[src/rtl/sram_arb_pkg.sv]
// Shared types and constants for the SRAM ownership sequencer.
// Used by sram_arb_ctrl and the optional statistics block (SRAM_ARB_STATS_EN).
package sram_arb_pkg;

    typedef enum logic [1:0] {
        S_SOPC       = 2'd0,
        S_DRAIN_TR   = 2'd1,
        S_TR         = 2'd2,
        S_DRAIN_SOPC = 2'd3
    } state_e;

    localparam logic SEL_SOPC = 1'b0;
    localparam logic SEL_TR   = 1'b1;

    localparam int DEF_DRAIN_CYCLES = 2;
    localparam int DEF_MAX_HOLD     = 64;
    localparam int DEF_CNT_WIDTH    = 8;

    function automatic logic is_drain(state_e s);
        return (s == S_DRAIN_TR) || (s == S_DRAIN_SOPC);
    endfunction

endpackage

[src/rtl/sram_arb_stats.sv]
// Switch statistics: drain-entry count (wrapping) and drain-cycle count (saturating).
// Instantiated by sram_arb_ctrl only when SRAM_ARB_STATS_EN is defined.
module sram_arb_stats (
    input  logic        clock,
    input  logic        reset_n,
    input  logic        drain_entry,
    input  logic        switching,
    output logic [15:0] switch_cnt,
    output logic [31:0] stall_cycles
);

    logic [15:0] switch_cnt_q, switch_cnt_d;
    logic [31:0] stall_cycles_q, stall_cycles_d;

    always_comb begin
        switch_cnt_d   = switch_cnt_q;
        stall_cycles_d = stall_cycles_q;
        if (drain_entry) begin
            switch_cnt_d = switch_cnt_q + 16'd1;
        end
        if (switching && (stall_cycles_q != 32'hFFFF_FFFF)) begin
            stall_cycles_d = stall_cycles_q + 32'd1;
        end
    end

    always_ff @(posedge clock or negedge reset_n) begin
        if (!reset_n) begin
            switch_cnt_q   <= 16'd0;
            stall_cycles_q <= 32'd0;
        end else begin
            switch_cnt_q   <= switch_cnt_d;
            stall_cycles_q <= stall_cycles_d;
        end
    end

    assign switch_cnt   = switch_cnt_q;
    assign stall_cycles = stall_cycles_q;

endmodule

[src/rtl/sram_arb_ctrl.sv]
// Sequences the SRAM arbiter sel between SOPC and test runner with a drain window,
// hold-limit fairness and test-runner lock. Optional stats ports: SRAM_ARB_STATS_EN.
module sram_arb_ctrl
    import sram_arb_pkg::*;
#(
    parameter int DRAIN_CYCLES = DEF_DRAIN_CYCLES,
    parameter int MAX_HOLD     = DEF_MAX_HOLD,
    parameter int CNT_WIDTH    = DEF_CNT_WIDTH
) (
    input  logic        clock,
    input  logic        reset_n,
    input  logic        sopc_read,
    input  logic        sopc_write,
    input  logic        tr_read,
    input  logic        tr_write,
    input  logic        tr_lock,
    output logic        sel,
    output logic        sopc_stall,
    output logic        tr_stall,
    output logic        tr_locked,
    output logic        switching,
    output state_e      dbg_state
`ifdef SRAM_ARB_STATS_EN
    ,
    output logic [15:0] switch_cnt,
    output logic [31:0] stall_cycles
`endif
);

    localparam logic [CNT_WIDTH-1:0] HOLD_MAX   = CNT_WIDTH'(MAX_HOLD);
    localparam logic [CNT_WIDTH-1:0] DRAIN_LAST = CNT_WIDTH'(DRAIN_CYCLES - 1);

    state_e               state_q, state_d;
    logic [CNT_WIDTH-1:0] hold_cnt_q, hold_cnt_d;
    logic [CNT_WIDTH-1:0] drain_cnt_q, drain_cnt_d;
    logic                 sel_q, sel_d;
    logic                 switching_q, switching_d;
    logic                 tr_locked_q, tr_locked_d;
    logic                 sopc_req, tr_req, other_req;

    assign sopc_req = sopc_read | sopc_write;
    assign tr_req   = tr_read | tr_write | tr_lock;

    always_comb begin
        state_d     = state_q;
        hold_cnt_d  = hold_cnt_q;
        drain_cnt_d = drain_cnt_q;
        other_req   = 1'b0;

        case (state_q)
            S_SOPC: begin
                other_req = tr_req;
                if (tr_req && (!sopc_req || hold_cnt_q == HOLD_MAX)) state_d = S_DRAIN_TR;
            end
            S_TR: begin
                other_req = sopc_req;
                if (sopc_req && !tr_lock && (!tr_req || hold_cnt_q == HOLD_MAX))
                    state_d = S_DRAIN_SOPC;
            end
            S_DRAIN_TR:   if (drain_cnt_q == DRAIN_LAST) state_d = S_TR;
            S_DRAIN_SOPC: if (drain_cnt_q == DRAIN_LAST) state_d = S_SOPC;
            default:      state_d = S_SOPC;
        endcase

        // Hold counter only runs while settled in an owner state with the other side waiting.
        if (is_drain(state_d)) begin
            hold_cnt_d  = '0;
            drain_cnt_d = is_drain(state_q) ? drain_cnt_q + 1'b1 : '0;
        end else begin
            drain_cnt_d = '0;
            if ((state_d != state_q) || !other_req) begin
                hold_cnt_d = '0;
            end else if (hold_cnt_q != HOLD_MAX) begin
                hold_cnt_d = hold_cnt_q + 1'b1;
            end
        end

        // Outputs are registered from the next state so they align with state_q.
        sel_d       = ((state_d == S_TR) || (state_d == S_DRAIN_SOPC)) ? SEL_TR : SEL_SOPC;
        switching_d = is_drain(state_d);
        tr_locked_d = (state_d == S_TR) && tr_lock;
    end

    always_ff @(posedge clock or negedge reset_n) begin
        if (!reset_n) begin
            state_q     <= S_SOPC;
            hold_cnt_q  <= '0;
            drain_cnt_q <= '0;
            sel_q       <= SEL_SOPC;
            switching_q <= 1'b0;
            tr_locked_q <= 1'b0;
        end else begin
            state_q     <= state_d;
            hold_cnt_q  <= hold_cnt_d;
            drain_cnt_q <= drain_cnt_d;
            sel_q       <= sel_d;
            switching_q <= switching_d;
            tr_locked_q <= tr_locked_d;
        end
    end

    assign sel        = sel_q;
    assign switching  = switching_q;
    assign sopc_stall = switching_q;
    assign tr_stall   = switching_q;
    assign tr_locked  = tr_locked_q;
    assign dbg_state  = state_q;

`ifdef SRAM_ARB_STATS_EN
    sram_arb_stats u_stats (
        .clock        (clock),
        .reset_n      (reset_n),
        .drain_entry  (is_drain(state_d) && !is_drain(state_q)),
        .switching    (switching_q),
        .switch_cnt   (switch_cnt),
        .stall_cycles (stall_cycles)
    );
`endif

endmodule

[config.mk]
export PLATFORM = sky130hd
export DESIGN_NAME = sram_arb_ctrl
export DESIGN_NICKNAME = d
export VERILOG_FILES = /design/src/rtl/sram_arb_pkg.sv /design/src/rtl/sram_arb_stats.sv /design/src/rtl/sram_arb_ctrl.sv
export SDC_FILE = /design/constraint.sdc
export NUM_CORES = 1
export LEC_CHECK = 0
export ABC_CLOCK_PERIOD_IN_PS = 5200
export CAP_MARGIN = 40
export CORE_MARGIN = 2
export CORE_UTILIZATION = 35
export CTS_CLUSTER_DIAMETER = 200
export DETAILED_ROUTE_END_ITERATION = 10
export DONT_BUFFER_PORTS = 1
export SLEW_MARGIN = 10
export SYNTH_ARGS = -nofsm -noshare
export SYNTH_HDL_FRONTEND = slang
export SYNTH_SLANG_ARGS = --single-unit
[constraint.sdc]
create_clock -name clock -period 5.2 [get_ports clock]
set_clock_uncertainty 0.2 [all_clocks]
set_input_delay 1.04 -clock clock [delete_from_list [all_inputs] [get_ports clock]]
set_output_delay 1.04 -clock clock [all_outputs]
set_load 0.05 [all_outputs]
==> out/qor.yml, run 1 <==
floorplan:
  io_pins: 14
  start_util: 0.3645
  die_height_um: 60.15
  total_die_area_mm2: 0.003618
  coreArea_mm2: 0.003028
  die_width_um: 60.15
  floorplan.rows: 20
worst_setup_path:
  worst_setup_path_start_kind: "flop"
  cp_capture_type: "output port"
  cp.required_ns: 3.96
  maximum_fanout_count_along_the_critical_path: 7
  worstSetupPathType: "flop to output port"
  cp_data_arrival_time_ns: 1.09
timing:
  worst_slew_margin_rel: 0.3910
  totalNegativeSetupSlack_ns: 0
  final.hold.worst_slack_ns: 0.2039
  final_number_of_hold_violating_endpoints: 0
  max_slew.worst_pin.slew_ns: 0.9009
  post_layout_min_period_ns: 2.332
  finalSetupViolCount: 0
  timing.fmax_mhz: 428.8
  grt_setup_unrepaired: "false"
  final.period_utilization: 0.4485
  finalMaxSlewViolations: 0
clocking:
  clk_root_buffer_cell: "sky130_fd_sc_hd__clkbuf_4"
  ctsHoldBuffers: 0
  numCtsBuffers: 3
  clkTransAtPathRegs_ns: 0.13
  cts-htree-levels: 1
  cts_setup_buffers: 0
  cts_tree: "yes"
  worstSkewPairLatency_ns: 0.31
  post_cts_resized: 0
  cts_sink_count: 21
  cts-root-to-sink-buffers: 2
global_routing:
  gr-usage-all-layers: 0.1264
  grt_pass1_wl_um: 3381
  grt_antenna_before_repair: 0
  grt_max_degree: 22
  grt.overflow.total: 0
  first_global_vias: 733
layout:
  postLayoutCoreUtil: 0.3851
  synthToLayoutAreaGrowth_pct: 5.669
  fillCellCount: 307
  drive_gt1_frac: 0.1000
  num_antenna_cells: 0
  final_net_count: 122
logic_synthesis:
  synthDominantCellAreaShare: 0.4762
  synth.lib_cells_used.distinct: 31
  netlist_instances: 110
  postSynthNetCount: 121
  synth.avg_cell_area_um2: 10.03
  synth_area_leaders: "sky130_fd_sc_hd__dfrtp_1 48%, sky130_fd_sc_hd__ha_1 4.5%, sky130_fd_sc_hd__or3_1 4.5%"
  flip_flop_and_latch_count_after_synthesis: 21
  synthDominantAreaCellType: "sky130_fd_sc_hd__dfrtp_1"
  fraction_of_the_yosys_area_taken_by_sequential_cells: 0.4762
  syn-cell-area_mm2: 0.001104
  yosysWarnings: 0
pwr:
  cellPowerDensity_mw_per_mm2: 459.2
  peakVddDrop_uv: 347.1
  cellLeakagePower_uw: 0.0004453
route:
  drt-total-wl_um: 1949
  drt_iter0_drc: 54
  via_count: 822
  ant_nets: 0
  drtPass1Iterations: 4
  drc_errors: 0
  routedWlPerCell_um: 12.66
  post_drt_via_cell_ratio: 5.338
place:
  place.detailed.hpwl_um: 1407
  placement.io_buffers: 0
  globalplace.congestion: 0.7976
worst_hold_path:
  holdCritPathClass: "input pin to asynchronous set/reset pin"
run_status:
  result_of_the_run: "complete, no violations"
run:
  drv.max_cap_violation_count: 0
## cells by family after synthesis
kind of cell | count (synthesis) | share of synthesized area
simple gates | 44 | 0.2290
compound gates | 24 | 0.1519
flops | 21 | 0.4762
buf+inv | 10 | 0.04195
xor+xnor | 7 | 0.05556
fa+ha+maj | 4 | 0.04535
## cell usage after synthesis
master and number:
sky130_fd_sc_hd__nand3_1 9, sky130_fd_sc_hd__a21boi_0 1, sky130_fd_sc_hd__o221ai_1 2, sky130_fd_sc_hd__nor2_1 6, sky130_fd_sc_hd__nand4b_1 1, sky130_fd_sc_hd__o21ai_0 7
sky130_fd_sc_hd__clkbuf_1 2, sky130_fd_sc_hd__nor4b_1 1, sky130_fd_sc_hd__a211oi_1 5, sky130_fd_sc_hd__ha_1 4, sky130_fd_sc_hd__inv_1 5, sky130_fd_sc_hd__a211oi_4 1
sky130_fd_sc_hd__xor2_1 3, sky130_fd_sc_hd__buf_2 1, sky130_fd_sc_hd__or4b_4 1, sky130_fd_sc_hd__a211o_2 1, sky130_fd_sc_hd__or3_2 1, sky130_fd_sc_hd__nor4_1 2
sky130_fd_sc_hd__or3b_2 1, sky130_fd_sc_hd__buf_4 2, sky130_fd_sc_hd__xnor2_1 4, sky130_fd_sc_hd__nand4_1 2, sky130_fd_sc_hd__or3_1 8, sky130_fd_sc_hd__a21oi_1 6
sky130_fd_sc_hd__dfrtp_1 21, sky130_fd_sc_hd__nor3_1 4, sky130_fd_sc_hd__a21bo_2 1, sky130_fd_sc_hd__and2_1 1, sky130_fd_sc_hd__nand2b_1 1, sky130_fd_sc_hd__nand2_1 4
sky130_fd_sc_hd__nor3b_1 2
## power by group
group / internal (uW) / switching [uW]
combinational: 58.7 / 110
sequential: 195 / 93.9
clock: 28.6 / 49.4
## placed cells by master (no fill, tap or decap), types with 2 or more instances in the layout
cell / Yosys / final
sky130_fd_sc_hd__a211oi_1: 5 / 5
sky130_fd_sc_hd__a21oi_1: 6 / 6
sky130_fd_sc_hd__clkbuf_4: 0 / 3
sky130_fd_sc_hd__dfrtp_1: 21 / 21
sky130_fd_sc_hd__ha_1: 4 / 4
sky130_fd_sc_hd__inv_1: 5 / 5
sky130_fd_sc_hd__nand2_1: 4 / 4
sky130_fd_sc_hd__nand3_1: 9 / 9
sky130_fd_sc_hd__nand4_1: 2 / 2
sky130_fd_sc_hd__nor2_1: 6 / 6
sky130_fd_sc_hd__nor3_1: 4 / 4
sky130_fd_sc_hd__nor3b_1: 2 / 2
sky130_fd_sc_hd__nor4_1: 2 / 2
sky130_fd_sc_hd__o21ai_0: 7 / 7
sky130_fd_sc_hd__o221ai_1: 2 / 2
sky130_fd_sc_hd__or3_1: 8 / 8
sky130_fd_sc_hd__xnor2_1: 4 / 4
sky130_fd_sc_hd__xor2_1: 3 / 3
## layer usage
layer | GRT usage | share of wire | up-vias
met5 | 0 | 0 | -
met4 | 0.04762 | 0.015 | 0
met3 | 0.04113 | 0.020 | 4
met2 | 0.1848 | 0.46 | 4
met1 | 0.1727 | 0.50 | 415
li1 | - | - | 399
## cell type report
type | count | area, um2 | area share
well taps | 44 | 55.05 | 0.04721
multi-input cells | 79 | 531.8 | 0.4560
clock inverters | 1 | 5.005 | 0.004292
inverters | 5 | 18.77 | 0.01609
repair buffers | 1 | 7.507 | 0.006438
flip-flops and latches | 21 | 525.5 | 0.4506
clock buffers | 3 | 22.52 | 0.01931
## final timing paths
check / startpoint / end / slack (ns) / cells past startpoint
max reg2reg: hold_cnt_q[0] / hold_cnt_q[0] / 3.22 / 5
min in group clock: drain_cnt_q[0] / drain_cnt_q[0] / 0.36 / 1
min reg2reg: drain_cnt_q[0] / drain_cnt_q[0] / 0.36 / 1
max in group asynchronous: reset_n / drain_cnt_q[0] / 4.50 / 0
max: dbg_state[1] / dbg_state[1] / 2.87 / 0
min: reset_n / hold_cnt_q[2] / 0.20 / 0
## metrics by stage
stage	worst slack, ns	total power [uW]	instances	area, um2
after floorplan	3.055	439.4	110	1104
after global placement	3.056	457.8	150	1139
after detailed placement	3.007	461.3	150	1139
after CTS	2.846	540.4	154	1166
after global routing	2.782	574.2	154	1166
final	2.868	535.5	154	1166
## registers in the layout, indices dropped and copies added (netlist names)
register / count
dbg_state: 2
drain_cnt_q: 8
sopc_stall: 1
tr_locked: 1
sel: 1
hold_cnt_q: 8
Power figures use the tool's default switching activity.
==> inputs of run 2 (changes only) <==
--- a/config.mk
+++ b/config.mk
@@ -5,7 +5,8 @@
 export SDC_FILE = /design/constraint.sdc
 export NUM_CORES = 1
 export LEC_CHECK = 0
-export ABC_CLOCK_PERIOD_IN_PS = 5200
+export ABC_AREA = 1
+export ABC_CLOCK_PERIOD_IN_PS = 2300
 export CAP_MARGIN = 40
 export CORE_MARGIN = 2
 export CORE_UTILIZATION = 35
==> constraint.sdc (replaced) <==
create_clock -name clock -period 2.3 [get_ports clock]
set_clock_uncertainty 0.2 [all_clocks]
set_input_delay 0.46 -clock clock [delete_from_list [all_inputs] [get_ports clock]]
set_output_delay 0.46 -clock clock [all_outputs]
set_load 0.05 [all_outputs]
==> run 2 against run 1 <==
Sequential share of layout area shrank 0.57 points. Clock power grew 120%. Synthesized area shrank 1.8%. Synthesized cell count grew 16%. Largest power group unchanged. Flip-flop and latch count is the same. Register-to-register slack lost 2.5 ns. Count of clock-buffer cells in the layout is the same. Routed wire length shrank 5.3%.
==> out/qor.yml, run 2 <==
floorplan:
  die_width_um: 59.64
  coreArea_mm2: 0.003003
  die_height_um: 59.64
  start_util: 0.3608
  floorplan.rows: 20
  total_die_area_mm2: 0.003557
  io_pins: 14
route:
  drtPass1Iterations: 4
  drt-total-wl_um: 1845
  post_drt_via_cell_ratio: 4.702
  drc_errors: 0
  drt_iter0_drc: 30
  routedWlPerCell_um: 10.98
  ant_nets: 0
  via_count: 790
worst_setup_path:
  cp_slowest_cell: "sky130_fd_sc_hd__buf_4"
  cp_data_arrival_time_ns: 1.02
  path_buf_inv: 1
  worst_setup_path_start_kind: "flop"
  cp_top_family: "buffers and inverters"
  cp_capture_type: "output port"
  worstSetupPathType: "flop to output port"
  timing.critical_path.slowest_cell_delay_ns: 0.37
  cp.required_ns: 1.64
  timing.critical_path.cells: "buf_4"
  maximum_fanout_count_along_the_critical_path: 3
timing:
  postLayoutSetupSlackWorst_ns: 0.6201
  finalMaxSlewViolations: 0
  worst_slew_margin_rel: 0.6723
  post_layout_min_period_ns: 1.680
  final.period_utilization: 0.7304
  timing.fmax_mhz: 595.3
  max_slew.worst_pin.slew_ns: 0.4899
  totalNegativeSetupSlack_ns: 0
  finalSetupViolCount: 0
  grt_setup_unrepaired: "false"
  final_number_of_hold_violating_endpoints: 0
clocking:
  cts-htree-levels: 1
  clkTransAtPathRegs_ns: 0.12
  numCtsBuffers: 3
  post_cts_resized: 0
  cts_tree: "yes"
  cts_sink_count: 21
  worstSkewPairLatency_ns: 0.30
  cts-root-to-sink-buffers: 2
  clk_root_buffer_cell: "sky130_fd_sc_hd__clkbuf_4"
logic_synthesis:
  synthDominantCellAreaShare: 0.4850
  synth_common_cells: "25 x sky130_fd_sc_hd__nor2_1, 23 x sky130_fd_sc_hd__nand2_1, 21 x sky130_fd_sc_hd__dfrtp_1, 19 x sky130_fd_sc_hd__inv_1"
  syn-cell-area_mm2: 0.001084
  postSynthNetCount: 139
  fraction_of_the_yosys_area_taken_by_sequential_cells: 0.4850
  number_of_enable_type_register_cells_in_the_synthesized_netlist: 0
  flip_flop_and_latch_count_after_synthesis: 21
  synthDominantAreaCellType: "sky130_fd_sc_hd__dfrtp_1"
  yosysMostFrequentCell: "sky130_fd_sc_hd__nor2_1"
  synth_area_leaders: "sky130_fd_sc_hd__dfrtp_1 48%, sky130_fd_sc_hd__nor2_1 8.7%, sky130_fd_sc_hd__nand2_1 8.0%"
  synth.lib_cells_used.distinct: 18
  synth.avg_cell_area_um2: 8.465
  yosysWarnings: 0
  netlist_instances: 128
  synth-async-reset-ratio: 1.000
  dominantRegCellSynth: "sky130_fd_sc_hd__dfrtp_1"
layout:
  num_antenna_cells: 0
  synthToLayoutAreaGrowth_pct: 9.007
  final_net_count: 147
  final-instance-count-excl-fill: 168
  mostFrequentLayoutCell: "sky130_fd_sc_hd__nor2_1"
  postLayoutCoreUtil: 0.3933
  drive_gt1_frac: 0.1111
  layout_common_cells: "25 x sky130_fd_sc_hd__nor2_1, 23 x sky130_fd_sc_hd__nand2_1, 21 x sky130_fd_sc_hd__dfrtp_1"
pwr:
  cellPowerDensity_mw_per_mm2: 1058
  share_seq_of_total_power: 0.432
  clock_power_share: 0.140
  p_sw_uw: 597.0
  share_of_total_power_consumed_by_net_switching: 0.4776
  peakVddDrop_uv: 470.6
  totalPowerFinal_uw: 1250
  combinational_cell_fraction_of_total_power: 0.429
  internal-power_uw: 653.1
  cellLeakagePower_uw: 0.0005706
global_routing:
  first_global_vias: 795
  gr-usage-all-layers: 0.1173
  grt_pass1_wl_um: 3167
  grt.overflow.total: 0
  grt_max_degree: 22
  grt_antenna_before_repair: 0
place:
  placement.io_buffers: 0
  globalplace.congestion: 0.7730
  place.detailed.hpwl_um: 1416
  total_placed_cells_including_tap_cells: 162
  dp_worst_setup_slack_ns: 0.7006
run_status:
  result_of_the_run: "complete, no violations"
run:
  drv.max_cap_violation_count: 0
worst_hold_path:
  holdCritPathClass: "input pin to flop"
## run 2: path summary, 6_finish.rpt
check                                     from              to  slack (ns)  cells past startpoint
min in group asynchronous              reset_n       tr_locked        0.35                      1
max in group asynchronous              reset_n   hold_cnt_q[6]        1.09                      2
worst min register to register  drain_cnt_q[0]  drain_cnt_q[0]        0.31                      1
worst min-delay path                   tr_lock       tr_locked        0.07                      2
worst max-delay path                sopc_stall      sopc_stall        0.62                      1
worst max register to register   hold_cnt_q[0]   hold_cnt_q[0]        0.69                      9
## run 2: area by class of cell
type	instances	area [um2]
inverter	19	71.32
timing repair buffer	5	43.79
sequential	21	525.5
clock inverter	1	5.005
fill	309	1822
tap	33	41.29
multi-input combinational	86	471.7
clock buffer	3	22.52
## run 2: per-layer routing
metal	track usage	share of wire	vias up
met5	0	0	-
met4	0.01587	0	0
met3	0.04803	0.037	0
met2	0.2019	0.51	13
met1	0.1398	0.45	368
li1	-	-	409
## run 2: cells by family after synthesis
kind of cell	share of synthesized area
buffers and inverters	0.07967
flip-flops	0.4850
XOR/XNOR	0.08084
adder cells (fa/ha/maj)	0.04619
AO/OA/AOI/OAI	0.01385
AND/OR/NAND/NOR	0.2945
## run 2: per-stage QoR
stage | area, um2 | hold WS [ns]
6_report | 1181 | 0.07028
3_3_place_gp | 1132 | -0.03507
3_5_place_dp | 1132 | -0.03513
4_1_cts | 1170 | 0.05496
2_1_floorplan | 1084 | -0.03559
5_1_grt | 1181 | 0.04441
## run 2: power groups by stage
stage                     Clock (uW)  Combinational [uW]  Sequential, uW
after global placement             0                 522             548
after detailed placement           0                 532             549
after global routing             198                 600             551
after CTS                        186                 542             541
after floorplan                    0                 345             641
final                            175                 536             539
## run 2: what timing repair did
action	4_1_cts	5_1_grt
hold buffers	1	0
buffers inserted	0	0
endpoints found under the hold margin	21	0
